$ cat src/rtl/bus_seq_pkg.sv
// Shared definitions for the multi-drop bus write sequencer.
// Contents: destination codes, FSM state encoding, and dest -> {C,B,A} enable decode.
// No ports; imported by the sequencer top.
package bus_seq_pkg;

  // Destination codes carried on cmd_dest
  localparam logic [1:0] DEST_A   = 2'd0;
  localparam logic [1:0] DEST_B   = 2'd1;
  localparam logic [1:0] DEST_C   = 2'd2;
  localparam logic [1:0] DEST_ALL = 2'd3;

  // FSM encoding kept as plain constants so legacy tools see a bit vector
  typedef logic [1:0] state_t;
  localparam state_t IDLE  = 2'd0;
  localparam state_t DRIVE = 2'd1;
  localparam state_t TURN  = 2'd2;

  // Enable vector bit order is {C_EN, B_EN, A_EN}
  function automatic logic [2:0] dest_to_en(input logic [1:0] dest);
    logic [2:0] en;
    case (dest)
      DEST_A:  en = 3'b001;
      DEST_B:  en = 3'b010;
      DEST_C:  en = 3'b100;
      default: en = 3'b111;
    endcase
    return en;
  endfunction

endpackage

$ cat src/rtl/bus_write_sequencer_if.sv
// Command port plus agent-bus signals of the write sequencer.
// Signals: cmd_valid/cmd_ready/cmd_dest/cmd_data (command handshake), Data_bus/A_EN/B_EN/C_EN (bus).
// master = command source / bus observer, slave = the sequencer itself.
interface bus_write_sequencer_if #(
  parameter int DATA_W = 8
);
  logic              cmd_valid;
  logic              cmd_ready;
  logic [1:0]        cmd_dest;
  logic [DATA_W-1:0] cmd_data;
  logic [DATA_W-1:0] Data_bus;
  logic              A_EN;
  logic              B_EN;
  logic              C_EN;

  modport master (
    output cmd_valid, cmd_dest, cmd_data,
    input  cmd_ready, Data_bus, A_EN, B_EN, C_EN
  );

  modport slave (
    input  cmd_valid, cmd_dest, cmd_data,
    output cmd_ready, Data_bus, A_EN, B_EN, C_EN
  );
endinterface

$ cat src/rtl/sync_fifo.sv
// Small synchronous FIFO with registered occupancy count and first-word-fall-through head.
// Latency: a word pushed at edge k is visible on head during cycle k..k+1.
// Backpressure: push ignored while full, pop ignored while empty; push+pop together keeps level.
// Ports: clock, reset (sync, active-high), push/push_data, pop, head, full, empty, level.
module sync_fifo #(
  parameter int WIDTH = 10,
  parameter int DEPTH = 4
) (
  input  logic                   clock,
  input  logic                   reset,
  input  logic                   push,
  input  logic [WIDTH-1:0]       push_data,
  input  logic                   pop,
  output logic [WIDTH-1:0]       head,
  output logic                   full,
  output logic                   empty,
  output logic [$clog2(DEPTH):0] level
);
  localparam int AW = $clog2(DEPTH);

  logic [WIDTH-1:0] mem [DEPTH];
  logic [AW-1:0]    wr_ptr;
  logic [AW-1:0]    rd_ptr;
  logic             do_push;
  logic             do_pop;

  assign full    = (level == (AW+1)'(DEPTH));
  assign empty   = (level == '0);
  assign do_push = push && !full;
  assign do_pop  = pop && !empty;
  assign head    = mem[rd_ptr];

  // Storage needs no reset; occupancy alone defines what is valid
  always_ff @(posedge clock) begin
    if (do_push) begin
      mem[wr_ptr] <= push_data;
    end
  end

  // DEPTH is a power of two, so pointers wrap by natural overflow
  always_ff @(posedge clock) begin
    if (reset) begin
      wr_ptr <= '0;
      rd_ptr <= '0;
      level  <= '0;
    end else begin
      if (do_push) wr_ptr <= wr_ptr + AW'(1);
      if (do_pop)  rd_ptr <= rd_ptr + AW'(1);
      if (do_push && !do_pop)      level <= level + (AW+1)'(1);
      else if (do_pop && !do_push) level <= level - (AW+1)'(1);
    end
  end
endmodule

$ cat src/rtl/bus_write_sequencer.sv
// Buffers write commands and issues each as a one-cycle write on the shared agent bus.
// Latency: command pushed into an empty queue at edge k drives the bus in cycle k+1..k+2.
// Backpressure: cmd_ready = !full && !reset, independent of a same-cycle pop.
// Ports: clock, reset (sync, active-high), bus (slave: cmd handshake + Data_bus/A_EN/B_EN/C_EN),
//        busy, level, and xfer_cnt only when BUS_SEQ_XFER_CNT_EN is defined.
module bus_write_sequencer
  import bus_seq_pkg::*;
#(
  parameter int DATA_W      = 8,
  parameter int DEPTH       = 4,
  parameter int TURN_CYCLES = 1
) (
  input  logic                   clock,
  input  logic                   reset,
  bus_write_sequencer_if.slave   bus,
  output logic                   busy,
  output logic [$clog2(DEPTH):0] level
`ifdef BUS_SEQ_XFER_CNT_EN
  ,
  output logic [15:0]            xfer_cnt
`endif
);
  localparam int TW = (TURN_CYCLES > 1) ? $clog2(TURN_CYCLES + 1) : 1;
  localparam int FW = DATA_W + 2;

  state_t            state, state_nxt;
  logic [TW-1:0]     turn_cnt, turn_cnt_nxt;
  logic [DATA_W-1:0] data_q, data_nxt;
  logic [2:0]        en_q, en_nxt;
  logic              push, pop, full, empty, can_issue;
  logic [FW-1:0]     head;
  logic [1:0]        head_dest;
  logic [DATA_W-1:0] head_data;

  assign {head_dest, head_data} = head;
  assign bus.cmd_ready = !full && !reset;
  assign push          = bus.cmd_valid && bus.cmd_ready;

  sync_fifo #(
    .WIDTH (FW),
    .DEPTH (DEPTH)
  ) u_fifo (
    .clock     (clock),
    .reset     (reset),
    .push      (push),
    .push_data ({bus.cmd_dest, bus.cmd_data}),
    .pop       (pop),
    .head      (head),
    .full      (full),
    .empty     (empty),
    .level     (level)
  );

  always_comb begin
    state_nxt    = state;
    turn_cnt_nxt = turn_cnt;
    data_nxt     = '0;
    en_nxt       = '0;
    pop          = 1'b0;
    // Edges at which a new write may start: from IDLE, from DRIVE only with
    // no turnaround, and on the last TURN cycle (which acts like IDLE)
    case (state)
      DRIVE:   can_issue = (TURN_CYCLES == 0);
      TURN:    can_issue = (turn_cnt <= TW'(1));
      default: can_issue = 1'b1;
    endcase
    if (can_issue && !empty) begin
      pop       = 1'b1;
      state_nxt = DRIVE;
      data_nxt  = head_data;
      en_nxt    = dest_to_en(head_dest);
    end else if (state == DRIVE && TURN_CYCLES > 0) begin
      state_nxt    = TURN;
      turn_cnt_nxt = TW'(TURN_CYCLES);
    end else if (state == TURN && !can_issue) begin
      turn_cnt_nxt = turn_cnt - TW'(1);
    end else begin
      state_nxt = IDLE;
    end
  end

  // Bus outputs are registered and cleared outside DRIVE, so enables can
  // only be high for the single cycle a command is loaded
  always_ff @(posedge clock) begin
    if (reset) begin
      state    <= IDLE;
      turn_cnt <= '0;
      data_q   <= '0;
      en_q     <= '0;
    end else begin
      state    <= state_nxt;
      turn_cnt <= turn_cnt_nxt;
      data_q   <= data_nxt;
      en_q     <= en_nxt;
    end
  end

  assign bus.Data_bus = data_q;
  assign bus.A_EN     = en_q[0];
  assign bus.B_EN     = en_q[1];
  assign bus.C_EN     = en_q[2];
  assign busy         = (state != IDLE) || !empty;

`ifdef BUS_SEQ_XFER_CNT_EN
  // One count per DRIVE cycle that reaches its closing edge; broadcast is one write
  always_ff @(posedge clock) begin
    if (reset) begin
      xfer_cnt <= '0;
    end else if (state == DRIVE && xfer_cnt != 16'hFFFF) begin
      xfer_cnt <= xfer_cnt + 16'd1;
    end
  end
`endif
endmodule

$ cat src/flat_wrapper.sv
// flat-port wrapper written by rule: the top's interface ports become plain ports
module bus_write_sequencer_flat import bus_seq_pkg::*;
#(
  parameter int DATA_W      = 8,
  parameter int DEPTH       = 4,
  parameter int TURN_CYCLES = 1
)
  (clock, reset, busy, level, bus_cmd_valid, bus_cmd_dest, bus_cmd_data, bus_cmd_ready, bus_Data_bus, bus_A_EN, bus_B_EN, bus_C_EN);
  bus_write_sequencer_if #(.DATA_W(DATA_W)) bus_i ();
  input  logic clock;
  input  logic reset;
  output logic busy;
  output logic [$clog2(DEPTH):0] level;
  input wire logic [$bits(bus_i.cmd_valid)-1:0] bus_cmd_valid;
  input wire logic [$bits(bus_i.cmd_dest)-1:0] bus_cmd_dest;
  input wire logic [$bits(bus_i.cmd_data)-1:0] bus_cmd_data;
  output wire logic [$bits(bus_i.cmd_ready)-1:0] bus_cmd_ready;
  output wire logic [$bits(bus_i.Data_bus)-1:0] bus_Data_bus;
  output wire logic [$bits(bus_i.A_EN)-1:0] bus_A_EN;
  output wire logic [$bits(bus_i.B_EN)-1:0] bus_B_EN;
  output wire logic [$bits(bus_i.C_EN)-1:0] bus_C_EN;
  assign bus_i.cmd_valid = bus_cmd_valid;
  assign bus_i.cmd_dest = bus_cmd_dest;
  assign bus_i.cmd_data = bus_cmd_data;
  assign bus_cmd_ready = bus_i.cmd_ready;
  assign bus_Data_bus = bus_i.Data_bus;
  assign bus_A_EN = bus_i.A_EN;
  assign bus_B_EN = bus_i.B_EN;
  assign bus_C_EN = bus_i.C_EN;
  bus_write_sequencer #(.DATA_W(DATA_W), .DEPTH(DEPTH), .TURN_CYCLES(TURN_CYCLES)) u_core (.clock(clock), .reset(reset), .bus(bus_i), .busy(busy), .level(level));
endmodule
$ cat config.mk
export PLATFORM = sky130hd
export DESIGN_NAME = bus_write_sequencer_flat
export DESIGN_NICKNAME = d
export VERILOG_FILES = /design/src/rtl/bus_seq_pkg.sv /design/src/rtl/bus_write_sequencer_if.sv /design/src/rtl/sync_fifo.sv /design/src/rtl/bus_write_sequencer.sv /design/src/flat_wrapper.sv
export SDC_FILE = /design/constraint.sdc
export NUM_CORES = 1
export LEC_CHECK = 0
export ABC_AREA = 1
export CORE_UTILIZATION = 49
export CTS_CLUSTER_DIAMETER = 200
export DETAILED_ROUTE_END_ITERATION = 8
export PLACE_DENSITY = 0.75
export RECOVER_POWER = 100
export SLEW_MARGIN = 30
export SYNTH_ARGS = -nofsm -noshare
export SYNTH_HDL_FRONTEND = slang
export SYNTH_SLANG_ARGS = --single-unit
$ cat constraint.sdc
create_clock -name clock -period 3.4 [get_ports clock]
set_input_delay 0.34 -clock clock [delete_from_list [all_inputs] [get_ports clock]]
set_output_delay 0.34 -clock clock [all_outputs]
set_load 0.1 [all_outputs]
After elaboration in Yosys (flattened, before gate mapping)
Memory sizes are Yosys's and may differ from the RTL's. A register that Yosys moved wholly into a read port is not among the register bits.
Cells that the tools add are included.
{ "totals": {"reg_bits": 21, "ramBits": 40, "inputBits": 13, "out_inout_bits": 16, "word_cells": 60, "n_memories": 1} }
{ "op_classes": {"addsub": 5, "order_cmp": 1, "eq_ne": 7, "mux": 14, "bitwise": 1, "reduce_logical": 23} }
{ "mem_list": {"columns": ["name", "words", "width", "rd", "rd_ports_with_merged_regs", "write_ports", "line_no", "text"], "rows": [
  ["u_core.u_fifo.mem", 4, 10, 1, 1, 1, "sync_fifo.sv:21", "logic [WIDTH-1:0] mem [DEPTH];"]
]} }
{ "ops": {"columns": ["op", "count"], "rows": [
  ["3-bit one-hot mux with 3 select lines", 1],
  ["1-bit logical AND", 8],
  ["2-bit 2-to-1 mux", 4],
  ["1-bit zero test", 6],
  ["1-bit 2-to-1 mux", 6],
  ["3-bit 2-to-1 mux", 2],
  ["2-bit nonzero test", 3],
  ["2-bit by 1-bit adder with 2-bit output, second input constant", 2],
  ["2-bit by 1-bit == test with 1-bit output, second input constant", 2],
  ["2-bit == test, second input constant", 2],
  ["2-bit OR reduction", 2],
  ["3-bit by 1-bit adder with 3-bit output, second input constant", 1],
  ["3-bit == test, second input constant", 1],
  ["3-bit zero test", 1],
  ["3-bit by 1-bit != test with 1-bit output, second input constant", 1],
  ["3-bit by 1-bit subtractor with 3-bit output, second input constant", 1],
  ["2-bit zero test", 1],
  ["2-bit by 1-bit != test with 1-bit output, second input constant", 1],
  ["1-bit one-hot mux with 2 select lines", 1],
  ["2-bit AND reduction", 1],
  ["1-bit <= comparator, second input constant", 1],
  ["1-bit logical OR", 1],
  ["1-bit inverter", 1],
  ["1-bit subtractor, second input constant", 1]
]} }

Longest topological paths before layout
Gate-level depths: netlist of run 1.
{ "depth": {"word_depth": 9, "depth_mapped": 13, "depth_no_buf": 13} }

Modules after synthesis
Synthesis of run 1 repeated with hierarchy kept, for this count alone.
{ "hier_totals": {"hier_cells": 221, "area_unflattened_um2": 2489.9} }
{ "by_module_without_submodules": {"columns": ["mod", "n_inst", "cells_each", "area_each_um2", "seq_area_each_um2"], "rows": [
  ["sync_fifo", 1, 167, 2001.9, 1381.3],
  ["bus_write_sequencer", 1, 54, 488.0, 260.2]
]} }

Worst setup path after synthesis of run 1
No wires, ideal clock.
{ "synth_timing": {"path_kind": "flip-flop to output port", "start": "register u_core.u_fifo.level[0]", "end": "output port bus_cmd_ready", "arrival_time_ns": 2.642, "required_ns": 3.060, "slack_ns": 0.418, "path_stages_with_launch": 3, "path_cell_list": "dfxtp_1 > nor2_4 > a21oi_1"} }
{ "synth_between": {"elab_chain_cells": 3} }
{ "synth_lines": {"columns": ["element", "line_no", "text"], "rows": [
  ["start, declared", "sync_fifo.sv:17", "output logic [$clog2(DEPTH):0] level"],
  ["start signal, assigned", "sync_fifo.sv:49", "if (do_push && !do_pop) level <= level + (AW+1)'(1);"],
  ["start signal, assigned", "sync_fifo.sv:50", "else if (do_pop && !do_push) level <= level - (AW+1)'(1);"],
  ["3-bit == test", "sync_fifo.sv:27", "assign full = (level == (AW+1)'(DEPTH));"],
  ["1-bit zero test", "bus_write_sequencer.sv:36", "assign bus.cmd_ready = !full && !reset;"],
  ["1-bit logical AND", "bus_write_sequencer.sv:36", null],
  ["end, declared", "flat_wrapper.sv:17", "output wire logic [$bits(bus_i.cmd_ready)-1:0] bus_cmd_ready;"]
]} }
No other way between the ends.

Final worst setup path of run 1
{ "layout_timing": {"start": "register u_core.u_fifo.level[0]", "end": "output port busy"} }
{ "layout_between": {"elab_chain_cells": 3} }
{ "layout_lines": {"columns": ["element", "line_no", "text"], "rows": [
  ["3-bit zero test", "sync_fifo.sv:28", "assign empty = (level == '0);"],
  ["1-bit zero test", "bus_write_sequencer.sv:102", "assign busy = (state != IDLE) || !empty;"],
  ["1-bit logical OR", "bus_write_sequencer.sv:102", null],
  ["end, declared", "flat_wrapper.sv:12", "output logic busy;"]
]} }
No other way between the ends.

==> flow_metrics.py, run 1 <==
metrics = {
    "final_layout": {
        "nets": 277,
        "drive_gt1_frac": 0.06154,
        "num_antenna_cells": 0,
        "area_growth_pct": 19.86,
    },
    "logic_synthesis": {
        "syn_nets": 239,
        "synth.area.top_cells": "edfxtp_1 49%, dfxtp_1 18%, nor2_1 7.4%, ha_1 4.1%, nand2_1 3.7%",
        "ys_seq_elements": 62,
        "ys_types": 23,
        "synth_ff_type": "edfxtp_1",
        "synth_area_sq_um": 2432,
        "netlist.area_leader.share": 0.4938,
        "yosysMostFrequentCell": "nor2_1",
        "synth_cells": 217,
        "syn_avg_cell_area_sq_um": 11.21,
        "synth-xor-area-share": 0.003601,
        "yosysTopAreaCell": "edfxtp_1",
        "synth_edf_count": 40,
        "synth_mux_area_frac": 0,
        "synth_warnings": 0,
        "synth-compound-area-share": 0.05967,
        "async_flop_share": 0,
        "synth_seq_area_share": 0.6749,
        "synth_adder_area_share": 0.04938,
        "yosys.area_share.simple": 0.1615,
        "ys_top_cells_by_count": "48 x nor2_1, 40 x edfxtp_1, 24 x nand2_1, 22 x dfxtp_1, 19 x inv_1",
        "synth_top_family_by_area": "simple AND/OR/NAND/NOR gates",
    },
    "clock_network": {
        "htree_levels": 3,
        "clk_pin_slew_ns": 0.07,
        "cts.sinks": 62,
        "cts_setup_buffers": 0,
        "cts-root-buf": "clkbuf_8",
        "cts-resized-gates": 0,
        "hold_buffers": 0,
        "cts_tree": "yes",
        "clock_path_buffers": 2,
        "clk_latency_ns": 0.33,
        "cts_inserted_buffers": 9,
    },
    "setup_path": {
        "startpoint_type": "flop",
        "crit_cells": 4,
        "r2r_setup_slack_ns": 0.98,
        "crit_type": "reg2out",
        "path_max_fanout": 5,
        "endpoint": "busy",
        "crit_start": "u_core.u_fifo.level[0]$_SDFFE_PP0P_",
        "critPathCaptureType": "output port",
        "path_cells": "nor2_1 -> nand2_1 -> or3_1 -> dlygate4sd3_1",
        "crit_family": "buffers and inverters",
        "critPathSlowestCell": "dlygate4sd3_1",
        "r2r-end": "u_core.en_q[1]$_SDFF_PP0_",
        "critical_path_buf_inv_count": 1,
        "cp.arrival_ns": 2.31,
        "cp.required_ns": 3.06,
        "r2r_cells": 9,
        "slowest_delay_ns": 1.19,
    },
    "detailed_routing": {
        "num_vias": 1517,
        "detail_route.iter0.violations": 138,
        "vias_per_cell": 4.639,
        "wire_per_inst_um": 12.65,
        "firstDrtPassIters": 4,
        "drt-total-wl_um": 4138,
        "drc": 0,
        "detail-route-antenna-nets": 0,
    },
    "timing": {
        "slew_violations": 0,
        "fin_setup_tns_ns": 0,
        "worstMarginPinSlew_ns": 1.158,
        "min_period_ns": 2.646,
        "max_freq_mhz": 377.9,
        "fin_skew_ns": 0.006477,
        "rsz0062_at_grt": "no",
        "slew_headroom": 0.2310,
        "finalCritPeriodShare": 0.7783,
        "report.final.hold_viol_count": 0,
        "setup_viol_count_final": 0,
    },
    "power_and_ir_drop": {
        "p_leak_nw": 1.152,
        "p_per_area_nw_per_um2": 935.9,
        "power_mw": 2.728,
        "ir_drop_mv": 0.3993,
    },
    "place": {
        "place.detailed.hpwl_um": 2602,
        "portBuffers": 28,
        "gp_congestion": 0.7363,
    },
    "hold_path": {
        "worstHoldPathType": "reg2reg",
    },
    "job": {
        "drv_cap": 0,
    },
    "grt": {
        "grt_pass1_wl_um": 6430,
        "track_usage": 0.1789,
        "antenna_found_initial": 0,
        "grt_max_degree": 22,
        "first_global_vias": 1457,
        "grt_overflow": 0,
    },
    "floorplan": {
        "start_util": 0.5116,
        "io_pins": 29,
        "die-height_um": 72.46,
        "dieWidth_um": 72.46,
        "num_rows": 25,
        "die_area_sq_um": 5250,
        "core_sq_um": 4755,
    },
    "outcome": {
        "status": "finished, final reports clean",
    },
}
==> per-layer routing <==
layer,share of wire,track usage
met1,0.41,0.1957
met2,0.51,0.2845
met3,0.060,0.07222
met4,0.016,0.1242
met5,0,0
==> cell type report <==
| cell class | count | area [sq um] |
|---|---|---|
| clock buffers | 10 | 127.6 |
| clock inverters | 6 | 62.56 |
| fillers | 403 | 1839 |
| inverters | 22 | 82.58 |
| multi-input cells | 127 | 624.3 |
| flip-flops and latches | 62 | 1642 |
| well taps | 67 | 83.83 |
| repair buffers | 33 | 292.8 |
==> where the power goes <==
group	switching (mW)	internal [mW]	leakage [nW]
sequential	0.0660	0.917	0.544
combinational	0.882	0.256	0.518
clock	0.272	0.336	0.0899
total	1.22	1.51	1.15
==> sequential cells by signal, summed over array words and instances (netlist names), named ones only <==
signal	count
u_core.u_fifo.mem	40
u_core.bus.Data_bus	8
u_core.en_q	3
u_core.u_fifo.level	3
u_core.state	2
u_core.u_fifo.rd_ptr	2
u_core.u_fifo.wr_ptr	2
==> layout by cell type, fill, tap and decap left out, types with 2 or more instances in the layout <==
cell type,instances
ha_1,8
clkbuf_8,9
clkinvlp_4,2
a21oi_1,12
o21ai_0,16
nor2_1,49
edfxtp_1,40
clkinv_1,2
inv_1,20
dlygate4sd3_1,26
dfxtp_1,22
clkbuf_1,7
nand3_1,10
nand2_1,26
==> kinds of logic after synthesis <==
kind of cell / Yosys count
AND/OR/NAND/NOR: 88
flip-flops: 62
AO/OA/AOI/OAI: 29
buffers and inverters: 28
adder cells (fa/ha/maj): 9
XOR/XNOR: 1
==> per-stage QoR <==
step | setup WS (ns) | instance area [sq um] | hold WS [ns] | utilization | instances
floorplan | 0.4180 | 2432 | 0.4091 | - | 217
global placement | 1.131 | 2790 | 0.4926 | 0.5868 | 311
detailed placement | 1.041 | 2790 | 0.5012 | 0.5868 | 311
CTS | 0.8051 | 2980 | 0.5107 | 0.6268 | 327
global route | 0.6235 | 2915 | 0.5265 | 0.6132 | 327
finish | 0.7537 | 2915 | 0.5040 | 0.6132 | 327
==> worst min-delay path, delay by kind of cell (launching register included) <==
family	cells	cell delay [ns]
flip-flops	1	0.32
AO/OA/AOI/OAI	2	0.15
==> how the worst min path moves through the flow <==
stage	start	depth (start not counted)	end	slack, ns
floorplan	reset	1	flop	0.41
global placement	u_core.u_fifo.rd_ptr[0]$_SDFFE_PP0P_	2	u_core.u_fifo.rd_ptr[0]$_SDFFE_PP0P_	0.49
detailed placement	u_core.u_fifo.mem[3][0]$_DFFE_PP_	2	u_core.bus.Data_bus[0]$_SDFF_PP0_	0.50
CTS	u_core.u_fifo.rd_ptr[0]$_SDFFE_PP0P_	2	flop	0.51
global route	u_core.u_fifo.mem[3][0]$_DFFE_PP_	2	u_core.bus.Data_bus[0]$_SDFF_PP0_	0.53
finish	u_core.u_fifo.mem[3][0]$_DFFE_PP_	2	u_core.bus.Data_bus[0]$_SDFF_PP0_	0.50
(Power assumes the default switching activity.)
==> inputs of run 2 (changes only) <==
--- a/config.mk
+++ b/config.mk
@@ -9,7 +9,7 @@
 export CORE_UTILIZATION = 49
 export CTS_CLUSTER_DIAMETER = 200
 export DETAILED_ROUTE_END_ITERATION = 8
-export PLACE_DENSITY = 0.75
+export PLACE_DENSITY = 0.78
 export RECOVER_POWER = 100
 export SLEW_MARGIN = 30
 export SYNTH_ARGS = -nofsm -noshare
==> constraint.sdc (replaced) <==
create_clock -name clock -period 2.3 [get_ports clock]
set_input_delay 0.23 -clock clock [delete_from_list [all_inputs] [get_ports clock]]
set_output_delay 0.23 -clock clock [all_outputs]
set_load 0.1 [all_outputs]
==> run 2 against run 1 <==
Worst hold slack improved by 0.0060 ns. Critical path type is now reg2reg. Combinational power increased by 44%. Largest cell class unchanged. Flip-flop and latch count unchanged.
==> flow_metrics.py, run 2 (synthesis gave the netlist of run 1 again) <==
metrics = {
    "floorplan": {
        "start_util": 0.5116,
        "core_sq_um": 4755,
        "num_rows": 25,
        "dieWidth_um": 72.46,
        "die-height_um": 72.46,
        "die_area_sq_um": 5250,
        "io_pins": 29,
    },
    "clock_network": {
        "cts.sinks": 62,
        "cts_inserted_buffers": 9,
        "cts_tree": "yes",
        "cts_setup_buffers": 0,
        "htree_levels": 3,
        "clk_latency_ns": 0.34,
        "clock_path_buffers": 2,
        "hold_buffers": 0,
        "cts-root-buf": "clkbuf_8",
        "clk_pin_slew_ns": 0.06,
        "cts-resized-gates": 0,
    },
    "final_layout": {
        "mostFrequentLayoutCell": "nor2_1",
        "final_cell_count_no_fill": 327,
        "final_cell_mix": "49 x nor2_1, 40 x edfxtp_1, 25 x nand2_1",
        "area_growth_pct": 16.72,
        "multi_input_area_sq_um": 644.4,
        "nets": 278,
        "num_antenna_cells": 0,
        "regArea_sq_um": 1645,
        "largest_register": "u_core.u_fifo.mem",
        "fill_cells": 407,
        "drive_gt1_frac": 0.08846,
        "largest_reg_flops": 40,
        "design_area_sq_um": 2839,
    },
    "setup_path": {
        "cp.required_ns": 2.53,
        "critPathCaptureType": "flop",
        "startpoint_type": "flop",
        "path_max_fanout": 7,
        "crit_type": "reg2reg",
        "cp.arrival_ns": 2.21,
    },
    "timing": {
        "min_period_ns": 1.984,
        "slew_violations": 0,
        "worstMarginPinSlew_ns": 1.173,
        "finalCritPeriodShare": 0.8626,
        "setup_viol_count_final": 0,
        "rsz0062_at_grt": "no",
        "fin_skew_ns": 0.007233,
        "max_freq_mhz": 504.0,
        "slew_headroom": 0.2210,
        "whs_ns": 0.5100,
        "fin_setup_tns_ns": 0,
        "report.final.hold_viol_count": 0,
    },
    "power_and_ir_drop": {
        "ir_drop_mv": 0.8104,
        "p_int_mw": 2.087,
        "pwr-share-comb": 0.422,
        "p_leak_nw": 1.099,
        "pwr-share-seq": 0.376,
        "switchingPower_mw": 1.802,
        "swShare": 0.4633,
        "power_mw": 3.889,
        "p_clk_frac": 0.202,
        "p_per_area_nw_per_um2": 1370,
    },
    "hold_path": {
        "worstHoldPathType": "reg2reg",
    },
    "grt": {
        "top_usage_layer": "met2",
        "first_global_vias": 1424,
        "grt_use_met1": 0.1970,
        "grt_max_degree": 21,
        "grt_overflow": 0,
        "track_usage": 0.1776,
        "antenna_found_initial": 0,
        "grt_use_met3": 0.08472,
        "grt_pass1_wl_um": 6410,
        "grtUsageMet2": 0.2835,
    },
    "place": {
        "postPlaceCellArea_sq_um": 2780,
        "placed_cells": 312,
        "portBuffers": 28,
        "gp_congestion": 0.7360,
        "place.detailed.hpwl_um": 2633,
    },
    "detailed_routing": {
        "num_vias": 1557,
        "firstDrtPassIters": 4,
        "drt-total-wl_um": 4141,
        "vias_per_cell": 4.761,
        "drc": 0,
        "wire_per_inst_um": 12.66,
        "detail-route-antenna-nets": 0,
        "detail_route.iter0.violations": 66,
    },
    "job": {
        "drv_cap": 0,
    },
    "outcome": {
        "status": "finished, final reports clean",
    },
}
run 2: critical path, cell delays in order, from the launching register on:
cell,delay (ns)
dfxtp_2,0.34
nor2_1,0.27
nand2_1,0.18
nand3_4,0.12
inv_1,0.07
ha_1,0.21
inv_1,0.09
fa_1,0.40
o21ai_0,0.15
nor2_1,0.05
run 2: area by class of cell:
class	count	area share
flip-flops and latches	62	0.5796
multi-input cells	127	0.2270
repair buffers	34	0.07889
clock buffers	13	0.05245
well taps	67	0.02953
inverters	22	0.02909
clock inverters	2	0.003526
run 2: worst paths after layout:
kind | from | end | slack (ns) | depth (start not counted)
hold / removal | u_core.state[0]$_SDFFE_PP0P_ | u_core.state[1]$_SDFFE_PP0P_ | 0.51 | 2
setup / recovery | u_core.u_fifo.level[0]$_SDFFE_PP0P_ | u_core.u_fifo.level[1]$_SDFFE_PP0P_ | 0.32 | 9
hold reg to reg | u_core.state[0]$_SDFFE_PP0P_ | u_core.state[1]$_SDFFE_PP0P_ | 0.51 | 2
setup reg to reg | u_core.u_fifo.level[0]$_SDFFE_PP0P_ | u_core.u_fifo.level[1]$_SDFFE_PP0P_ | 0.32 | 9
run 2: per-stage QoR:
step                      worst slack, ns    util
after floorplan                    0.1904       -
after detailed placement           0.1752  0.5847
after global routing               0.1581  0.5971
after global placement             0.2748  0.5847
final                              0.3160  0.5971
after CTS                          0.4341  0.6182
run 2: power by group through the flow:
stage	registers (mW)	clock network, mW	logic [mW]
2_1_floorplan	2.14	0	0.761
3_3_place_gp	1.49	0	1.74
3_5_place_dp	1.50	0	1.77
4_1_cts	1.48	0.801	1.77
5_1_grt	1.48	0.864	1.77
6_report	1.46	0.786	1.64
run 2: metal layers:
layer	wire, um	vias up
met5	0	-
met4	51	0
met3	264	6
met2	2090	43
met1	1736	716
li1	-	792
